## src/rtl/sigmoid_sched_if.sv

```systemverilog
// Requester-side bus of the sigmoid scheduler: per-requester operand handshake
// and the shared one-hot response channel.
interface sigmoid_sched_if #(
  parameter int NUM_REQ = 4,
  parameter int W       = 32
);
  logic [NUM_REQ-1:0]   req_valid;
  logic [NUM_REQ*W-1:0] req_data;
  logic [NUM_REQ-1:0]   req_ready;
  logic [NUM_REQ-1:0]   rsp_valid;
  logic [W-1:0]         rsp_data;
  logic                 rsp_err;

  modport master (
    output req_valid, req_data,
    input  req_ready, rsp_valid, rsp_data, rsp_err
  );

  modport slave (
    input  req_valid, req_data,
    output req_ready, rsp_valid, rsp_data, rsp_err
  );
endinterface

```

## src/rtl/sigmoid_sched.sv

```systemverilog
// Round-robin arbiter that time-shares one multi-cycle sigmoid unit among
// NUM_REQ requesters, with a watchdog that answers a hung operation with a quiet NaN.
module sigmoid_sched #(
  parameter int NUM_REQ    = 4,
  parameter int exp_width  = 8,
  parameter int mant_width = 24,
  parameter int TIMEOUT    = 64,
  localparam int W   = exp_width + mant_width,
  localparam int IDW = $clog2(NUM_REQ),
  localparam int TW  = $clog2(TIMEOUT)
) (
  input  logic          clk,
  input  logic          rst_l,
  input  logic [2:0]    round_mode,
  sigmoid_sched_if.slave req_bus,
  output logic          busy,
  output logic [W-1:0]  sig_in_x,
  output logic          sig_in_valid,
  output logic [2:0]    sig_round_mode,
  input  logic          sig_out_valid,
  input  logic [W-1:0]  sig_result
);

  typedef enum logic [2:0] {IDLE, ISSUE, BUSY, CAPTURE, RESPOND} state_t;

  localparam logic [W-1:0] QNAN = {1'b0, {exp_width{1'b1}}, 1'b1, {(mant_width-2){1'b0}}};

  state_t             state;
  logic [IDW-1:0]     rr_ptr;
  logic [TW-1:0]      timer;
  logic [W-1:0]       x_reg;
  logic [IDW-1:0]     id_reg;
  logic [2:0]         mode_reg;
  logic               sig_in_valid_reg;
  logic               busy_reg;
  logic [NUM_REQ-1:0] rsp_valid_reg;
  logic [W-1:0]       rsp_data_reg;
  logic               rsp_err_reg;

  // Candidate requester for each search position, rotated to start at rr_ptr.
  logic [IDW-1:0] cand [NUM_REQ];

  generate
    for (genvar gi = 0; gi < NUM_REQ; gi++) begin : g_cand
      logic [IDW:0] sum;
      assign sum      = {1'b0, rr_ptr} + (IDW+1)'(gi);
      assign cand[gi] = (sum >= (IDW+1)'(NUM_REQ)) ? IDW'(sum - (IDW+1)'(NUM_REQ))
                                                   : sum[IDW-1:0];
    end
  endgenerate

  logic           grant_found;
  logic [IDW-1:0] grant_idx;

  always_comb begin
    grant_found = 1'b0;
    grant_idx   = '0;
    for (int k = NUM_REQ - 1; k >= 0; k--) begin
      if (req_bus.req_valid[cand[k]]) begin
        grant_found = 1'b1;
        grant_idx   = cand[k];
      end
    end
  end

  always_comb begin
    req_bus.req_ready = '0;
    if (state == IDLE && grant_found) begin
      req_bus.req_ready[grant_idx] = 1'b1;
    end
  end

  always_ff @(posedge clk or negedge rst_l) begin
    if (!rst_l) begin
      state            <= IDLE;
      rr_ptr           <= '0;
      timer            <= '0;
      x_reg            <= '0;
      id_reg           <= '0;
      mode_reg         <= '0;
      sig_in_valid_reg <= 1'b0;
      busy_reg         <= 1'b0;
      rsp_valid_reg    <= '0;
      rsp_data_reg     <= '0;
      rsp_err_reg      <= 1'b0;
    end else begin
      rsp_valid_reg <= '0;
      case (state)
        IDLE: begin
          if (grant_found) begin
            x_reg            <= req_bus.req_data[int'(grant_idx)*W +: W];
            id_reg           <= grant_idx;
            mode_reg         <= round_mode;
            sig_in_valid_reg <= 1'b1;
            busy_reg         <= 1'b1;
            state            <= ISSUE;
          end
        end
        ISSUE: begin
          sig_in_valid_reg <= 1'b0;
          timer            <= '0;
          state            <= BUSY;
        end
        BUSY: begin
          timer <= timer + 1'b1;
          // A result arriving on the last allowed cycle still wins over the abort.
          if (sig_out_valid) begin
            state <= CAPTURE;
          end else if (timer == TW'(TIMEOUT - 1)) begin
            rsp_data_reg <= QNAN;
            rsp_err_reg  <= 1'b1;
            state        <= RESPOND;
          end
        end
        CAPTURE: begin
          rsp_data_reg <= sig_result;
          rsp_err_reg  <= 1'b0;
          state        <= RESPOND;
        end
        RESPOND: begin
          rsp_valid_reg[id_reg] <= 1'b1;
          rr_ptr   <= (id_reg == IDW'(NUM_REQ - 1)) ? '0 : id_reg + 1'b1;
          busy_reg <= 1'b0;
          state    <= IDLE;
        end
        default: state <= IDLE;
      endcase
    end
  end

  assign sig_in_x          = x_reg;
  assign sig_in_valid      = sig_in_valid_reg;
  assign sig_round_mode    = mode_reg;
  assign busy              = busy_reg;
  assign req_bus.rsp_valid = rsp_valid_reg;
  assign req_bus.rsp_data  = rsp_data_reg;
  assign req_bus.rsp_err   = rsp_err_reg;

endmodule

```

## src/flat_wrapper.sv

```systemverilog
// flat-port wrapper written by rule: the top's interface ports become plain ports
module sigmoid_sched_flat 
#(
  parameter int NUM_REQ    = 4,
  parameter int exp_width  = 8,
  parameter int mant_width = 24,
  parameter int TIMEOUT    = 64,
  localparam int W   = exp_width + mant_width,
  localparam int IDW = $clog2(NUM_REQ),
  localparam int TW  = $clog2(TIMEOUT)
)
  (clk, rst_l, round_mode, busy, sig_in_x, sig_in_valid, sig_round_mode, sig_out_valid, sig_result, req_bus_req_valid, req_bus_req_data, req_bus_req_ready, req_bus_rsp_valid, req_bus_rsp_data, req_bus_rsp_err);
  sigmoid_sched_if #(.NUM_REQ(NUM_REQ), .W(32)) req_bus_i ();
  input  logic clk;
  input  logic rst_l;
  input  logic [2:0] round_mode;
  output logic busy;
  output logic [W-1:0] sig_in_x;
  output logic sig_in_valid;
  output logic [2:0] sig_round_mode;
  input  logic sig_out_valid;
  input  logic [W-1:0] sig_result;
  input wire logic [$bits(req_bus_i.req_valid)-1:0] req_bus_req_valid;
  input wire logic [$bits(req_bus_i.req_data)-1:0] req_bus_req_data;
  output wire logic [$bits(req_bus_i.req_ready)-1:0] req_bus_req_ready;
  output wire logic [$bits(req_bus_i.rsp_valid)-1:0] req_bus_rsp_valid;
  output wire logic [$bits(req_bus_i.rsp_data)-1:0] req_bus_rsp_data;
  output wire logic [$bits(req_bus_i.rsp_err)-1:0] req_bus_rsp_err;
  assign req_bus_i.req_valid = req_bus_req_valid;
  assign req_bus_i.req_data = req_bus_req_data;
  assign req_bus_req_ready = req_bus_i.req_ready;
  assign req_bus_rsp_valid = req_bus_i.rsp_valid;
  assign req_bus_rsp_data = req_bus_i.rsp_data;
  assign req_bus_rsp_err = req_bus_i.rsp_err;
  sigmoid_sched #(.NUM_REQ(NUM_REQ), .exp_width(exp_width), .mant_width(mant_width), .TIMEOUT(TIMEOUT)) u_core (.clk(clk), .rst_l(rst_l), .round_mode(round_mode), .req_bus(req_bus_i), .busy(busy), .sig_in_x(sig_in_x), .sig_in_valid(sig_in_valid), .sig_round_mode(sig_round_mode), .sig_out_valid(sig_out_valid), .sig_result(sig_result));
endmodule
```

## config.mk

```make
export PLATFORM = sky130hd
export DESIGN_NAME = sigmoid_sched_flat
export DESIGN_NICKNAME = d
export VERILOG_FILES = /design/src/rtl/sigmoid_sched_if.sv /design/src/rtl/sigmoid_sched.sv /design/src/flat_wrapper.sv
export SDC_FILE = /design/constraint.sdc
export NUM_CORES = 1
export LEC_CHECK = 0
export BUFFER_PORTS_ARGS = -buffer_cell sky130_fd_sc_hd__buf_4
export CORE_MARGIN = 2
export CORE_UTILIZATION = 45
export CTS_BUF_LIST = sky130_fd_sc_hd__clkbuf_16
export CTS_CLUSTER_DIAMETER = 50
export CTS_CLUSTER_SIZE = 24
export DETAILED_ROUTE_END_ITERATION = 8
export PLACE_DENSITY = 0.87
export SLEW_MARGIN = 20
export SYNTH_ARGS = -nofsm -noshare
export SYNTH_HDL_FRONTEND = slang
export SYNTH_SLANG_ARGS = --single-unit
```

## constraint.sdc

```tcl
create_clock -name clk -period 1.89 [get_ports clk]
set_input_delay 0.189 -clock clk [delete_from_list [all_inputs] [get_ports clk]]
set_output_delay 0.189 -clock clk [all_outputs]
set_load 0.005 [all_outputs]
```

=== Yosys cells after proc, flatten, opt, wreduce, memory -nomap -nowiden ===
Index checks and enable logic that the tools add are counted.

* Register bits: 87
* Bits of input ports: 170
* Output and inout port bits: 78
* Word-level logic and storage cells: 97

* $add $sub $neg: 9
* Reduce and logical (&&, ||, !) cells: 13
* Shift operators: 1
* Equal/unequal tests: 10
* Muxes and demuxes: 41
* Magnitude comparators: 12

{| class="wikitable"
|+ Operators with widths
! operator !! number
|-
| $shiftx 128x8->32 || 1
|-
| $mux 32 || 2
|-
| $pmux 32 s2 || 1
|-
| $lt 2x3->1 const B || 6
|-
| $mux 2 || 9
|-
| $mux 1 || 13
|-
| $pmux 3 s4 || 1
|-
| $pmux 6 s2 || 1
|-
| $ge 3x3->1 const B || 3
|-
| $mux 3 || 3
|-
| $bmux 1 s2 || 4
|-
| $mux 4 || 2
|-
| $reduce_and 2->1 || 4
|-
| $reduce_bool 2->1 || 4
|-
| $sub 2x1->2 const B || 4
|-
| $add 2x2->3 const B || 2
|-
| $add 6x1->6 const B || 1
|-
| $eq 3x2->1 const B || 2
|-
| $eq 6x6->1 const B || 1
|-
| $pmux 1 s2 || 3
|-
| $demux 1 s2 || 2
|-
| $ge 2x1->1 const B || 2
|-
| $ne 2x1->1 const B || 2
|-
| $add 2x1->3 const B || 1
|-
| 10 further kinds || 12
|}

=== Longest topological paths before layout ===
* Depth after elaboration: 14
* Mapped depth: 9
* Mapped depth without buffers: 6

=== Worst setup path before layout ===
Ideal clock, no wire load.

* Path type: register to register
* Start: reg u_core.timer[0]
* End: reg u_core.rsp_data_reg[0], in the netlist u_core.req_bus.rsp_data[0]
* Slack: 263 ps
* Data arrival time: 1506 ps
* Required time: 1769 ps
* Clock period less this slack: 1627 ps
* Setup time: 121 ps
* Stages on the path, launching flop included: 7
* Buffers on the path: 1
* Path through: dfrtp_1 > ha_1 > nand3_1 > nor3_1 > o21ai_1 > clkbuf_1 > a22o_1

* Longest elaborated chain between the ends: 3

{| class="wikitable"
|+ RTL lines
! item !! RTL line !! RTL
|-
| from (decl) || sigmoid_sched.sv:30 || <nowiki>logic [TW-1:0] timer;</nowiki>
|-
| from (signal assigned) || sigmoid_sched.sv:105 || <nowiki>timer <= timer + 1'b1;</nowiki>
|-
| $eq 6x6->1 || sigmoid_sched.sv:109 || <nowiki>end else if (timer == TW'(TIMEOUT - 1)) begin</nowiki>
|-
| $ne 2x1->1 (no source line) || n/a ||
|-
| $reduce_and 3->1 (no source line) || n/a ||
|-
| to (signal assigned) || sigmoid_sched.sv:116 || <nowiki>rsp_data_reg <= sig_result;</nowiki>
|-
| to (decl) || sigmoid_sched.sv:37 || <nowiki>logic [W-1:0] rsp_data_reg;</nowiki>
|}

Every way passes these cells.
A chain may end at the register's enable or synchronous reset.

=== Worst setup path in the final report ===
* Start: reg u_core.rr_ptr[0]
* End: out req_bus_req_ready[0]

* Longest elaborated chain between the ends: 14
* Elaborated cells on any way between the ends: 38
* Those cells by class: add/sub: 7; order compare: 6; mux: 23; reduce/logical: 2

{| class="wikitable"
|+ RTL lines
! item !! RTL line !! RTL
|-
| from (decl) || sigmoid_sched.sv:29 || <nowiki>logic [IDW-1:0] rr_ptr;</nowiki>
|-
| from (signal assigned) || sigmoid_sched.sv:122 || <nowiki>rr_ptr <= (id_reg == IDW'(NUM_REQ - 1)) ? '0 : id_reg + 1'b1;</nowiki>
|-
| $add 2x2->3 || sigmoid_sched.sv:46 || <nowiki>assign sum = {1'b0, rr_ptr} + (IDW+1)'(gi);</nowiki>
|-
| $ge 3x3->1 or $sub 2x1->2 (tied branches) || sigmoid_sched.sv:47 || <nowiki>assign cand[gi] = (sum >= (IDW+1)'(NUM_REQ)) ? IDW'(sum - (IDW+1)'(NUM_REQ))</nowiki>
|-
| $mux 2 || sigmoid_sched.sv:47 ||
|-
| $bmux 1 s2 || sigmoid_sched.sv:59 || <nowiki>if (req_bus.req_valid[cand[k]]) begin</nowiki>
|-
| $mux 1 (implied by the code) || sigmoid_sched.sv:59 ||
|-
| $mux 2 (4 in a row) || sigmoid_sched.sv:59 ||
|-
| $lt 2x3->1 (implied by the code) or $ge 2x1->1 (tied branches) || sigmoid_sched.sv:69 || <nowiki>req_bus.req_ready[grant_idx] = 1'b1;</nowiki>
|-
| $logic_and 1x1->1 (implied by the code) || sigmoid_sched.sv:69 ||
|-
| $mux 1 (implied by the code) || sigmoid_sched.sv:69 ||
|-
| $demux 1 s2 || n/a ||
|-
| $mux 4 (*) || sigmoid_sched.sv:68 || <nowiki>if (state == IDLE && grant_found) begin</nowiki>
|-
| to (decl) || flat_wrapper.sv:25 || <nowiki>output wire logic [$bits(req_bus_i.req_ready)-1:0] req_bus_req_ready;</nowiki>
|}

Every way passes the cells marked *; elsewhere a longest branch is shown, timed or not. The select of a mux whose other input is x is not followed.

==> results.yml <==
routing:
  initialDrtViolationCount: 246
  routed_wl_um: 14300
  wire_per_inst_um: 18.4
  vias_per_cell: 5.37
  drtPass1Iterations: 4
  drc: 0
  ant_nets: 0
  num_vias: 4181
clocking:
  clock_path_buffers: 2
  cts-buffers-inserted: 9
  tritoncts: "yes"
  clkSinkCount: 87
  h-tree-depth: 3
  clkTransAtPathRegs_ns: 0.06
  clk_latency_ns: 0.33
  cts_root_buf: "clkbuf_16"
floorplan:
  start_util_pct: 46.1
  io_pins: 248
  die_h_um: 104
  coreArea_um2: 9680
  die_w_um: 104
  placementRows: 36
  die_area_um2: 10700
timing:
  finalCritPeriodShare_pct: 103
  hold_violations: 0
  setup_viol: 2
  setup_ws_ns: -0.0649
  min_period_ns: 1.95
  worst_clock_skew_ns: 0.00567
  rsz0062_at_grt: "yes"
  slew_headroom_pct: 62.7
  worst_slew_pin_slew_ns: 0.559
  maxSlewViolCount: 0
  max_freq_ghz: 0.512
layout:
  fin_cells: 778
  stdcell_area_um2: 7070
  area_growth_pct: 58.2
  layout-drive-gt1-share_pct: 54.6
  fin_util_pct: 73.0
  fill_cells: 636
  n_antenna_cell: 0
  final_nets: 815
global_routing:
  grt_pass1_wl_um: 22600
  antenna_found_initial: 0
  grt_start_max_net_pins: 50
  grt_usage_pct: 26.0
  grt_overflow: 0
  grt_pass1_vias: 4521
placed_design:
  place_ws_ns: -0.0799
  gp_congestion: 0.880
  portBuffers: 247
  dp_hpwl_um: 10500
  place_inst: 754
  placed_cell_area_um2: 6570
setup_path:
  cp-end-kind: "primary output"
  worstPathArrival_ns: 1.77
  crit_path_max_incr_delay_ns: 0.41
  required_ns: 1.70
  critPathLaunchType: "flop"
  crit_family: "simple AND/OR/NAND/NOR gates"
  cp_num_buf_inv: 3
  worstPathCellList: "inv_2 > a221oi_1 > buf_4 > or2_2 > nor3_2 > buf_4"
  cpMostUsedCell: "buf_4"
  slowest_stage: "dfrtp_1"
  crit_type: "reg2out"
  cp_max_fo: 4
logic_synthesis:
  async_flop_share_pct: 100
  syn_nets: 554
  synth_top_area_cell: "dfrtp_1"
  synth.most_common_cell: "dfrtp_1"
  yosys_register_bits: 87
  synth_area_leaders: "dfrtp_1, mux2i_1, o221ai_2"
  synth.distinct_cells: 38
  synth_edf_count: 0
  yosysWarnings: 0
  netlist.area_leader.share_pct: 48.7
  synthFlopType: "dfrtp_1"
  ys_seq_area_share_pct: 48.7
  syn_area_um2: 4470
  synth_common_cells: "dfrtp_1, mux2i_1, nand2_1, o221ai_2, a22o_1"
  syn_inst: 379
  syn_area_per_cell_um2: 11.8
pwr:
  p_sw_uw: 3960
  pwr_density_cell_nw_per_um2: 1510
  power.share.sequential_pct: 30.4
  combPwrFrac_pct: 53.9
  irDropWorstVdd_uv: 789
  clkPwrFrac_pct: 15.6
  p_int_uw: 6680
  cellLeakagePower_uw: 0.00365
  p_sw_share_pct: 37.2
job:
  cap_violations: 0
outcome:
  failed_checks: "negative setup slack"
  status: "finished with violations"
worst_hold_path:
  hp-class: "in2reg"
[final timing paths]
check,slack (ns),from,endpoint,cells past startpoint
min in group asynchronous,0.40,rst_l,u_core.sig_in_x[0],2
max in group asynchronous,0.83,rst_l,u_core.state[1],3
setup reg to reg,0.06,u_core.rr_ptr[0],u_core.sig_in_x[30],8
hold / removal,0.08,sig_result[18],u_core.req_bus.rsp_data[18],2
hold reg to reg,0.48,u_core.busy,u_core.busy,2
setup / recovery,-0.06,u_core.rr_ptr[0],req_bus_req_ready[0],6
[kinds of logic (layout without fill, tap and decap cells)]
group | count (synthesis) | in the layout | synth area share [%]
AOI/OAI and AO/OA | 96 | 96 | 21.1
DFF | 87 | 87 | 48.7
and+or+nand+nor | 86 | 86 | 8.57
muxes | 68 | 68 | 15.3
buffers and inverters | 37 | 303 | 4.87
adders and majority gates | 5 | 5 | 1.40
[worst reg2reg max path: cells and delay by family, from the launching register on]
family,cells,cell delay (ns)
multiplexers,1,0.26
AO/OA/AOI/OAI,2,0.28
flip-flops,1,0.41
AND/OR/NAND/NOR,1,0.15
buffers and inverters,4,0.61
[layout make-up]
type | instances | area [um^2] | share of cell area, %
Clock buffer | 9 | 225 | 3.19
Clock inverter | 7 | 52.6 | 0.744
Inverter | 8 | 30.0 | 0.425
Multi-Input combinational cell | 255 | 2200 | 31.1
Sequential cell | 87 | 2180 | 30.8
Tap cell | 133 | 166 | 2.35
Timing Repair Buffer | 279 | 2210 | 31.3
[stage by stage]
stage / total power [uW] / setup TNS (ns) / hold slack [ns]
6_report: 10600 / -0.0891 / 0.0796
2_1_floorplan: 6250 / 0 / -0.107
3_3_place_gp: 8370 / 0 / 0.207
4_1_cts: 10500 / 0 / 0.0660
5_1_grt: 11300 / -0.326 / 0.0706
3_5_place_dp: 8620 / -0.337 / 0.217
[power by group through the flow]
stage | sequential (uW) | clock [uW] | combinational, uW
after floorplan | 3190 | 0 | 3060
after global placement | 3210 | 0 | 5150
after detailed placement | 3230 | 0 | 5390
after CTS | 3220 | 1700 | 5540
after global routing | 3330 | 1780 | 6180
final | 3240 | 1660 | 5740
[what timing repair did]
item	CTS	global route
hold endpoints to repair	38	0
hold buffers	1	0
buffers inserted	5	1
pin swaps	1	3
resized for setup	10	22
gates cloned	0	1
endpoints found under the setup margin	23	30
[layout by cell type (no fill, tap or decap), drive strengths merged, types with 2 or more instances in the layout]
| cell type | n |
|---|---|
| a21oi | 8 |
| a221oi | 2 |
| a22o | 23 |
| a22oi | 2 |
| and3 | 5 |
| buf | 277 |
| clkbuf | 10 |
| clkinv | 3 |
| dfrtp | 87 |
| ha | 5 |
| inv | 12 |
| mux2 | 3 |
| mux2i | 65 |
| nand2 | 46 |
| nand2b | 3 |
| nand3 | 2 |
| nor2 | 13 |
| nor3 | 9 |
| o21ai | 14 |
| o221ai | 33 |
| o22a | 9 |
| or2 | 4 |
[metal layers]
| metal | wire length [um] | track usage (%) |
|---|---|---|
| met3 | 1020 | 7.17 |
| met5 | 0 | 0 |
| met2 | 7500 | 46.6 |
| met4 | 389 | 10.6 |
| met1 | 5420 | 29.3 |
(Power assumes the default switching activity.)
